## config.mk

```make
export PLATFORM = sky130hd
export DESIGN_NAME = t02_writeback_unit_flat
export DESIGN_NICKNAME = d
export VERILOG_FILES = /design/src/rtl/t02_writeback_unit_if.sv /design/src/rtl/t02_writeback_unit.sv /design/src/flat_wrapper.sv
export SDC_FILE = /design/constraint.sdc
export NUM_CORES = 1
export LEC_CHECK = 0
export CORE_AREA = 2 2 101 103
export DETAILED_ROUTE_END_ITERATION = 8
export DIE_AREA = 0 0 103 105
export PLACE_DENSITY = 0.84
export SYNTH_ARGS = -nofsm -noshare
export SYNTH_HDL_FRONTEND = slang
export SYNTH_SLANG_ARGS = --single-unit
```

## constraint.sdc

```tcl
create_clock -name clk -period 2.5 [get_ports clk]
set_input_delay 0.625 -clock clk [delete_from_list [all_inputs] [get_ports clk]]
set_output_delay 0.625 -clock clk [all_outputs]
set_load 0.05 [all_outputs]
```

## src/rtl/t02_writeback_unit_if.sv

```systemverilog
// Writeback bundle: ALU/load completion inputs, decode source indices, and register-file write port.
// The unit takes the slave view; upstream logic takes the master view.
interface t02_writeback_unit_if;
  logic        alu_valid;
  logic [4:0]  alu_rd;
  logic [31:0] alu_result;
  logic        load_req;
  logic [4:0]  load_rd;
  logic [2:0]  load_funct3;
  logic [1:0]  load_addr_lo;
  logic        mem_ack;
  logic [31:0] mem_rdata;
  logic [4:0]  rs1;
  logic [4:0]  rs2;
  logic        reg_write;
  logic [4:0]  write_index;
  logic [31:0] write_data;
  logic        load_busy;
  logic        stall;

  modport master (
    output alu_valid, alu_rd, alu_result,
    output load_req, load_rd, load_funct3, load_addr_lo,
    output mem_ack, mem_rdata, rs1, rs2,
    input  reg_write, write_index, write_data, load_busy, stall
  );

  modport slave (
    input  alu_valid, alu_rd, alu_result,
    input  load_req, load_rd, load_funct3, load_addr_lo,
    input  mem_ack, mem_rdata, rs1, rs2,
    output reg_write, write_index, write_data, load_busy, stall
  );
endinterface

```

## src/rtl/t02_writeback_unit.sv

```systemverilog
// Register-file writeback: merges ALU results and one outstanding load, 1-cycle registered write.
// No backpressure on writes; a one-entry hold buffer absorbs ALU/load collisions and raises stall.
module t02_writeback_unit (
  input  logic                  clk,
  input  logic                  nRST,
  t02_writeback_unit_if.slave   bus
);
  typedef enum logic {IDLE, WAIT_MEM} state_t;

  state_t      state_q, state_d;
  logic [4:0]  pend_rd_q, pend_rd_d;
  logic [2:0]  pend_f3_q, pend_f3_d;
  logic [1:0]  pend_off_q, pend_off_d;
  logic        hold_valid_q, hold_valid_d;
  logic [4:0]  hold_rd_q, hold_rd_d;
  logic [31:0] hold_data_q, hold_data_d;
  logic        reg_write_q, reg_write_d;
  logic [4:0]  write_index_q, write_index_d;
  logic [31:0] write_data_q, write_data_d;

  logic        stall;
  logic        load_fire;
  logic        alu_take;
  logic [7:0]  ld_byte;
  logic [15:0] ld_half;
  logic [31:0] load_data;

  always_comb begin
    ld_byte = bus.mem_rdata[7:0];
    case (pend_off_q)
      2'd1:    ld_byte = bus.mem_rdata[15:8];
      2'd2:    ld_byte = bus.mem_rdata[23:16];
      2'd3:    ld_byte = bus.mem_rdata[31:24];
      default: ld_byte = bus.mem_rdata[7:0];
    endcase
    ld_half = pend_off_q[1] ? bus.mem_rdata[31:16] : bus.mem_rdata[15:0];
    case (pend_f3_q)
      3'b000:  load_data = {{24{ld_byte[7]}}, ld_byte};
      3'b001:  load_data = {{16{ld_half[15]}}, ld_half};
      3'b100:  load_data = {24'd0, ld_byte};
      3'b101:  load_data = {16'd0, ld_half};
      default: load_data = bus.mem_rdata;
    endcase
  end

  // Load-use hazard only exists for a live, non-x0 destination.
  assign stall = hold_valid_q |
                 ((state_q == WAIT_MEM) && (pend_rd_q != 5'd0) &&
                  ((bus.rs1 == pend_rd_q) || (bus.rs2 == pend_rd_q)));

  assign load_fire = (state_q == WAIT_MEM) && bus.mem_ack;
  assign alu_take  = bus.alu_valid && !stall && (bus.alu_rd != 5'd0);

  always_comb begin
    state_d       = state_q;
    pend_rd_d     = pend_rd_q;
    pend_f3_d     = pend_f3_q;
    pend_off_d    = pend_off_q;
    hold_valid_d  = hold_valid_q;
    hold_rd_d     = hold_rd_q;
    hold_data_d   = hold_data_q;
    reg_write_d   = 1'b0;
    write_index_d = write_index_q;
    write_data_d  = write_data_q;

    case (state_q)
      IDLE: begin
        if (bus.load_req) begin
          state_d    = WAIT_MEM;
          pend_rd_d  = bus.load_rd;
          pend_f3_d  = bus.load_funct3;
          pend_off_d = bus.load_addr_lo;
        end
      end
      WAIT_MEM: begin
        if (bus.mem_ack) begin
          state_d = IDLE;
        end
      end
      default: state_d = IDLE;
    endcase

    // Load data wins the port; a colliding ALU result parks in the hold buffer.
    if (load_fire) begin
      if (pend_rd_q != 5'd0) begin
        reg_write_d   = 1'b1;
        write_index_d = pend_rd_q;
        write_data_d  = load_data;
      end
      if (alu_take) begin
        hold_valid_d = 1'b1;
        hold_rd_d    = bus.alu_rd;
        hold_data_d  = bus.alu_result;
      end
    end else if (hold_valid_q) begin
      reg_write_d   = 1'b1;
      write_index_d = hold_rd_q;
      write_data_d  = hold_data_q;
      hold_valid_d  = 1'b0;
    end else if (alu_take) begin
      reg_write_d   = 1'b1;
      write_index_d = bus.alu_rd;
      write_data_d  = bus.alu_result;
    end
  end

  always_ff @(posedge clk) begin
    if (!nRST) begin
      state_q       <= IDLE;
      pend_rd_q     <= 5'd0;
      pend_f3_q     <= 3'd0;
      pend_off_q    <= 2'd0;
      hold_valid_q  <= 1'b0;
      hold_rd_q     <= 5'd0;
      hold_data_q   <= 32'd0;
      reg_write_q   <= 1'b0;
      write_index_q <= 5'd0;
      write_data_q  <= 32'd0;
    end else begin
      state_q       <= state_d;
      pend_rd_q     <= pend_rd_d;
      pend_f3_q     <= pend_f3_d;
      pend_off_q    <= pend_off_d;
      hold_valid_q  <= hold_valid_d;
      hold_rd_q     <= hold_rd_d;
      hold_data_q   <= hold_data_d;
      reg_write_q   <= reg_write_d;
      write_index_q <= write_index_d;
      write_data_q  <= write_data_d;
    end
  end

  assign bus.reg_write   = reg_write_q;
  assign bus.write_index = write_index_q;
  assign bus.write_data  = write_data_q;
  assign bus.load_busy   = (state_q == WAIT_MEM);
  assign bus.stall       = stall;
endmodule

```

## src/flat_wrapper.sv

```systemverilog
// flat-port wrapper written by rule: the top's interface ports become plain ports
module t02_writeback_unit_flat 
  (clk, nRST, bus_alu_valid, bus_alu_rd, bus_alu_result, bus_load_req, bus_load_rd, bus_load_funct3, bus_load_addr_lo, bus_mem_ack, bus_mem_rdata, bus_rs1, bus_rs2, bus_reg_write, bus_write_index, bus_write_data, bus_load_busy, bus_stall);
  t02_writeback_unit_if bus_i ();
  input  logic clk;
  input  logic nRST;
  input wire logic [$bits(bus_i.alu_valid)-1:0] bus_alu_valid;
  input wire logic [$bits(bus_i.alu_rd)-1:0] bus_alu_rd;
  input wire logic [$bits(bus_i.alu_result)-1:0] bus_alu_result;
  input wire logic [$bits(bus_i.load_req)-1:0] bus_load_req;
  input wire logic [$bits(bus_i.load_rd)-1:0] bus_load_rd;
  input wire logic [$bits(bus_i.load_funct3)-1:0] bus_load_funct3;
  input wire logic [$bits(bus_i.load_addr_lo)-1:0] bus_load_addr_lo;
  input wire logic [$bits(bus_i.mem_ack)-1:0] bus_mem_ack;
  input wire logic [$bits(bus_i.mem_rdata)-1:0] bus_mem_rdata;
  input wire logic [$bits(bus_i.rs1)-1:0] bus_rs1;
  input wire logic [$bits(bus_i.rs2)-1:0] bus_rs2;
  output wire logic [$bits(bus_i.reg_write)-1:0] bus_reg_write;
  output wire logic [$bits(bus_i.write_index)-1:0] bus_write_index;
  output wire logic [$bits(bus_i.write_data)-1:0] bus_write_data;
  output wire logic [$bits(bus_i.load_busy)-1:0] bus_load_busy;
  output wire logic [$bits(bus_i.stall)-1:0] bus_stall;
  assign bus_i.alu_valid = bus_alu_valid;
  assign bus_i.alu_rd = bus_alu_rd;
  assign bus_i.alu_result = bus_alu_result;
  assign bus_i.load_req = bus_load_req;
  assign bus_i.load_rd = bus_load_rd;
  assign bus_i.load_funct3 = bus_load_funct3;
  assign bus_i.load_addr_lo = bus_load_addr_lo;
  assign bus_i.mem_ack = bus_mem_ack;
  assign bus_i.mem_rdata = bus_mem_rdata;
  assign bus_i.rs1 = bus_rs1;
  assign bus_i.rs2 = bus_rs2;
  assign bus_reg_write = bus_i.reg_write;
  assign bus_write_index = bus_i.write_index;
  assign bus_write_data = bus_i.write_data;
  assign bus_load_busy = bus_i.load_busy;
  assign bus_stall = bus_i.stall;
  t02_writeback_unit u_core (.clk(clk), .nRST(nRST), .bus(bus_i));
endmodule
```

After elaboration in Yosys (flattened, before gate mapping)

Cells that the tools add are included.

Register bits after elaboration: 87
Output and inout bits: 40

Eq/ne operators: 9
Multiplexer cells: 18
Bitwise gates (word level): 2
Reduce and logical (&&, ||, !) cells: 15

Operator list:

| kind                 | number |
|---|---|
| $mux W32             | 4 |
| $pmux W32 S4         | 1 |
| $pmux W8 S3          | 1 |
| $mux W5              | 4 |
| $mux W16             | 1 |
| $eq A5 B5 Y1         | 2 |
| $reduce_bool A5 Y1   | 2 |
| $reduce_and A2 Y1    | 4 |
| $eq A3 B3 Y1 const B | 2 |
| $mux W1              | 6 |
| $logic_and A1 B1 Y1  | 5 |
| $eq A2 B2 Y1 const B | 2 |
| $eq A3 B1 Y1 const B | 1 |
| $logic_not A3 Y1     | 1 |
| $reduce_bool A3 Y1   | 1 |
| $eq A2 B1 Y1 const B | 1 |
| $ne A2 B2 Y1 const B | 1 |
| $pmux W1 S2          | 1 |
| $logic_not A1 Y1     | 1 |
| $logic_or A1 B1 Y1   | 1 |
| $not A1 Y1           | 1 |
| $or A1 B1 Y1         | 1 |

Logic depth before layout (Yosys ltp)

Depth in word-level cells: 10
Mapped depth: 8
Mapped depth without buffers: 6

Least setup slack after synthesis

OpenSTA, ideal clock, no wires.

Path kind: in2out
From: in bus_rs2[3]
To: out bus_stall
Data arrival time: 1.580 ns
Data required time: 1.875 ns
Setup slack: 0.295 ns
Stages on the path: 5
Path buffers: 0
Cell sequence: xor2_1 > nor3_1 > a22oi_1 > nor2_1 > or2_2

Longest elaborated chain between the ends: 4

RTL lines:

| element             | line                     | source |
|---|---|---|
| start, declared     | flat_wrapper.sv:17       | `input wire logic [$bits(bus_i.rs2)-1:0] bus_rs2;` |
| $eq A5 B5 Y1        | t02_writeback_unit.sv:49 | `((bus.rs1 == pend_rd_q) \|\| (bus.rs2 == pend_rd_q)));` |
| $logic_or A1 B1 Y1  | t02_writeback_unit.sv:49 |  |
| $logic_and A1 B1 Y1 | t02_writeback_unit.sv:48 | `((state_q == WAIT_MEM) && (pend_rd_q != 5'd0) &&` |
| $or A1 B1 Y1        | t02_writeback_unit.sv:47 | `assign stall = hold_valid_q \|` |
| end, declared       | flat_wrapper.sv:22       | `output wire logic [$bits(bus_i.stall)-1:0] bus_stall;` |

No other way between the ends.

Worst setup path in the final report

From: in bus_rs1[4]
To: reg u_core.hold_valid_q

Longest elaborated chain between the ends: 7

RTL lines:

| element                           | line                      | source |
|---|---|---|
| start, declared                   | flat_wrapper.sv:16        | `input wire logic [$bits(bus_i.rs1)-1:0] bus_rs1;` |
| $eq A5 B5 Y1                      | t02_writeback_unit.sv:49  |  |
| $logic_or A1 B1 Y1                | t02_writeback_unit.sv:49  |  |
| $logic_and A1 B1 Y1               | t02_writeback_unit.sv:48  |  |
| $or A1 B1 Y1                      | t02_writeback_unit.sv:47  |  |
| $logic_not A1 Y1                  | t02_writeback_unit.sv:52  | `assign alu_take = bus.alu_valid && !stall && (bus.alu_rd != 5'd0);` |
| $logic_and A1 B1 Y1 (2 in series) | t02_writeback_unit.sv:52  |  |
| end signal, assigned              | t02_writeback_unit.sv:124 | `hold_valid_q <= hold_valid_d;` |
| end, declared                     | t02_writeback_unit.sv:14  | `logic hold_valid_q, hold_valid_d;` |

No other way between the ends.
A chain may end at the register's enable or synchronous reset.

==> summary.md <==
| Metric | Value |
|---|---|
| CP Capture Type | `flop` |
| VDD IR max | `about 0.32 mV` |
| Met1 usage | `32.8%` |
| Nets | `798` |
| Worst Hold End | `u_core.hold_data_q[28]` |
| Tmin final | `approximately 2.5 ns` |
| Final setup vio count | `2` |
| Die Wd | `103 um` |
| Status | `finished with violations` |
| Placed Area | `0.00617 mm2` |
| Rows | `36` |
| R2r setup slk | `-0.03 ns` |
| Hold WC Path Type | `flop to flop` |
| Unrepaired setup endpoints after global routing | `yes` |
| Ys flop type | `dfxtp_1` |
| Slew @ Worst Pin | `around 0.6 ns` |
| Failing checks | `setup timing` |
| CTS tree | `yes` |
| GRT Resource Usage Total | `26.9%` |
| GRT overflow | `0` |
| Clock Skew | `0.00945 ns` |
| Starting Density | `47.7%` |
| Placed cell count | `814` |
| Post-Syn Area | `0.00460 mm2` |
| Initial DRC count | `between 400 and 500` |
| Cts bufs inserted | `9` |
| Clk sinks | `87` |
| Commonest cells after routing, fill and taps aside | `121 x clkdlybuf4s50_1, 82 x dfxtp_1, 79 x nand2_1` |
| Layout cells sized above 1 | `14.4%` |
| First-pass GRT wire length | `around 23 mm` |
| Synth unique cells | `40` |
| DR vias/cell | `5.87` |
| Hold Startpoint | `u_core.hold_data_q[28]` |
| GPL Wtd Cong | `0.849` |
| Mapped Cells | `~570` |
| Synthesized area per cell | `8.04 um2` |
| P_leak | `2.48 nW` |
| Vias in the first global route | `4709` |
| Clock slew at reported path FFs | `0.09 ns` |
| Register area share after synthesis | `37.9%` |
| Warnings from Yosys | `0` |
| Total number of vias | `~4.9k` |
| Area delta synth->final | `40.8%` |
| Crit share post-route | `101%` |
| DRT Pass-1 Iters | `5` |
| Port buffer count | `133` |
| Initial antenna violation count | `0` |
| Design Area, Final | `0.00648 mm2` |
| PwrDens | `538 mW/mm2` |
| Fraction of registers with async set or reset after synthesis | `0%` |
| Register bit total from synthesis | `87` |
| CTS Root Cell | `clkbuf_8` |
| Antenna Nets Post-Route | `0` |
| Max Slew Vio Count | `0` |
| Met3 GRT Util | `4.82%` |
| # hold bufs at CTS | `0` |
| GRT Max-Usage Layer | `met2` |
| Number of enable flip-flop cells after synthesis | `0` |
| Setup tns final | `-0.0478 ns` |
| Post-DP HPWL | `10.7 mm` |
| Worst skew pair latency | `around 0.37 ns` |
| Critical path class | `input port to flop` |
| Final WL | `14.8 mm` |
| Core area | `between 0.009 and 0.01 mm2` |
| Synthesized Nets | `666` |
| Chip Height | `approximately 110 um` |
| WHS Path Cells | `2` |
| Required time worst endpoint | `2.82 ns` |
| Largest net degree at the start of global routing | `55` |
| I/O pins | `134` |
| Worst Path Arrival | `between 2 and 3 ns` |
| DRC viols | `0` |
| FILL cells | `763` |
| Worst hold margin | `0.456 ns` |
| Reg-to-Reg End | `u_core.hold_valid_q` |
| R2R cell count | `14` |
| Final Hold Fails | `0` |
| Final setup margin | `-0.0323 ns` |
| H-tree depth | `3` |
| Post-Layout Cell Count | `around 840` |
| Die area | `0.0108 mm2` |
| Clock tree buffer depth | `2` |
| Startpoint type of the worst setup path | `input port` |
| Met2 Usage GRT | `44.2%` |
| RR Startpoint | `u_core.pend_rd_q[1]` |
| Max-slew headroom | `59.3%` |
| Max-cap violation count | `0` |
| Worst-path maximum fanout | `2` |
| Wire length per cell | `about 18 um` |
| Fmax | `395 MHz` |
| Commonest non-fill, non-tap cell in the layout | `clkdlybuf4s50_1` |
where the power goes:
part           switching, mW  internal, mW  total [mW]
clock network          0.497         0.413       0.911
registers             0.0618          1.47        1.54
logic                  0.605         0.436        1.04
registers in the layout, summed over array words and instances, names as in the netlist:
signal and cells:
u_core.bus.load_busy 1, u_core.bus.reg_write 1, u_core.bus.write_data 32, u_core.bus.write_index 5, u_core.hold_data_q 32, u_core.hold_rd_q 5
u_core.hold_valid_q 1, u_core.pend_f3_q 3, u_core.pend_off_q 2, u_core.pend_rd_q 5
routing by layer:
metal,wire length [um],up-vias
met2,7230,237
met4,655,0
met5,0,-
li1,-,2339
met1,5850,2314
met3,1100,55
critical path: stages:
cell	delay, ns
dlygate4sd2_1	0.26
xor2_1	0.22
nor3_1	0.11
a22oi_2	0.19
nor2_2	0.08
buf_4	0.13
buf_4	0.12
buf_4	0.12
buf_4	0.13
buf_4	0.12
buf_4	0.12
buf_4	0.13
buf_4	0.13
buf_4	0.13
nor2_4	0.10
o211a_1	0.13
cell usage after synthesis, types with 9 or more instances:
cell / n / area, um2
inv_1: 10 / 37.5
nor3_1: 10 / 50.1
mux2_2: 9 / 101
mux2i_1: 14 / 140
xor2_1: 10 / 87.6
o21ai_1: 49 / 245
nor2b_1: 19 / 119
a211oi_1: 16 / 120
clkbuf_1: 29 / 109
nand2_1: 79 / 297
a21oi_1: 49 / 245
o41ai_2: 16 / 260
nor2_1: 14 / 52.6
nand3_1: 70 / 350
dfxtp_1: 87 / 1740
buf_2: 13 / 65.1
per-stage QoR:
stage | util (%) | total power, mW | setup slack [ns]
6_report | 67.2 | 3.49 | -0.0323
5_1_grt | 67.2 | 3.62 | -0.0939
4_1_cts | 66.6 | 3.47 | 0.0208
3_5_place_dp | 64.0 | 2.58 | -0.281
3_3_place_gp | 64.0 | 2.55 | -0.179
2_1_floorplan | - | 2.15 | 0.295
area by class of cell:
class                      instances  area [um2]  area share (%)
clock buffer                      13         159            2.45
antenna                            1        2.50          0.0386
tap                              133         166            2.57
multi-input combinational        419        2620            40.4
timing repair buffer             177        1730            26.6
inverter                          10        37.5           0.579
clock inverter                     3        17.5           0.270
sequential                        87        1750            27.0
cell families (layout without fill, tap and decap cells):
kind of cell | count (synthesis) | in the layout | share of synthesized area, %
buffers and inverters | 66 | 203 | 6.39
other | 0 | 1 | 0
xor gates and xnor gates | 10 | 10 | 1.90
DFF | 87 | 87 | 37.9
AOI/OAI and AO/OA | 181 | 181 | 27.4
muxes | 24 | 24 | 5.74
and+or+nand+nor | 204 | 204 | 20.7
worst max-delay path by stage:
| stage | end | cells after the start | from | slack (ns) |
|---|---|---|---|---|
| 2_1_floorplan | bus_stall | 5 | bus_rs2[3] | 0.30 |
| 3_3_place_gp | bus_stall | 7 | bus_rs2[1] | -0.18 |
| 3_5_place_dp | bus_stall | 7 | bus_rs2[4] | -0.28 |
| 4_1_cts | bus_stall | 5 | u_core.pend_rd_q[0] | 0.02 |
| 5_1_grt | u_core.hold_valid_q | 16 | bus_rs1[4] | -0.09 |
| 6_report | u_core.hold_valid_q | 16 | bus_rs1[4] | -0.03 |
what timing repair did:
item,CTS,global route
buffers inserted,9,3
pin swaps,11,4
setup endpoints to repair,1,2
endpoints found under the hold margin,0,0
gates resized for setup,16,10
(Power assumes the default switching activity.)
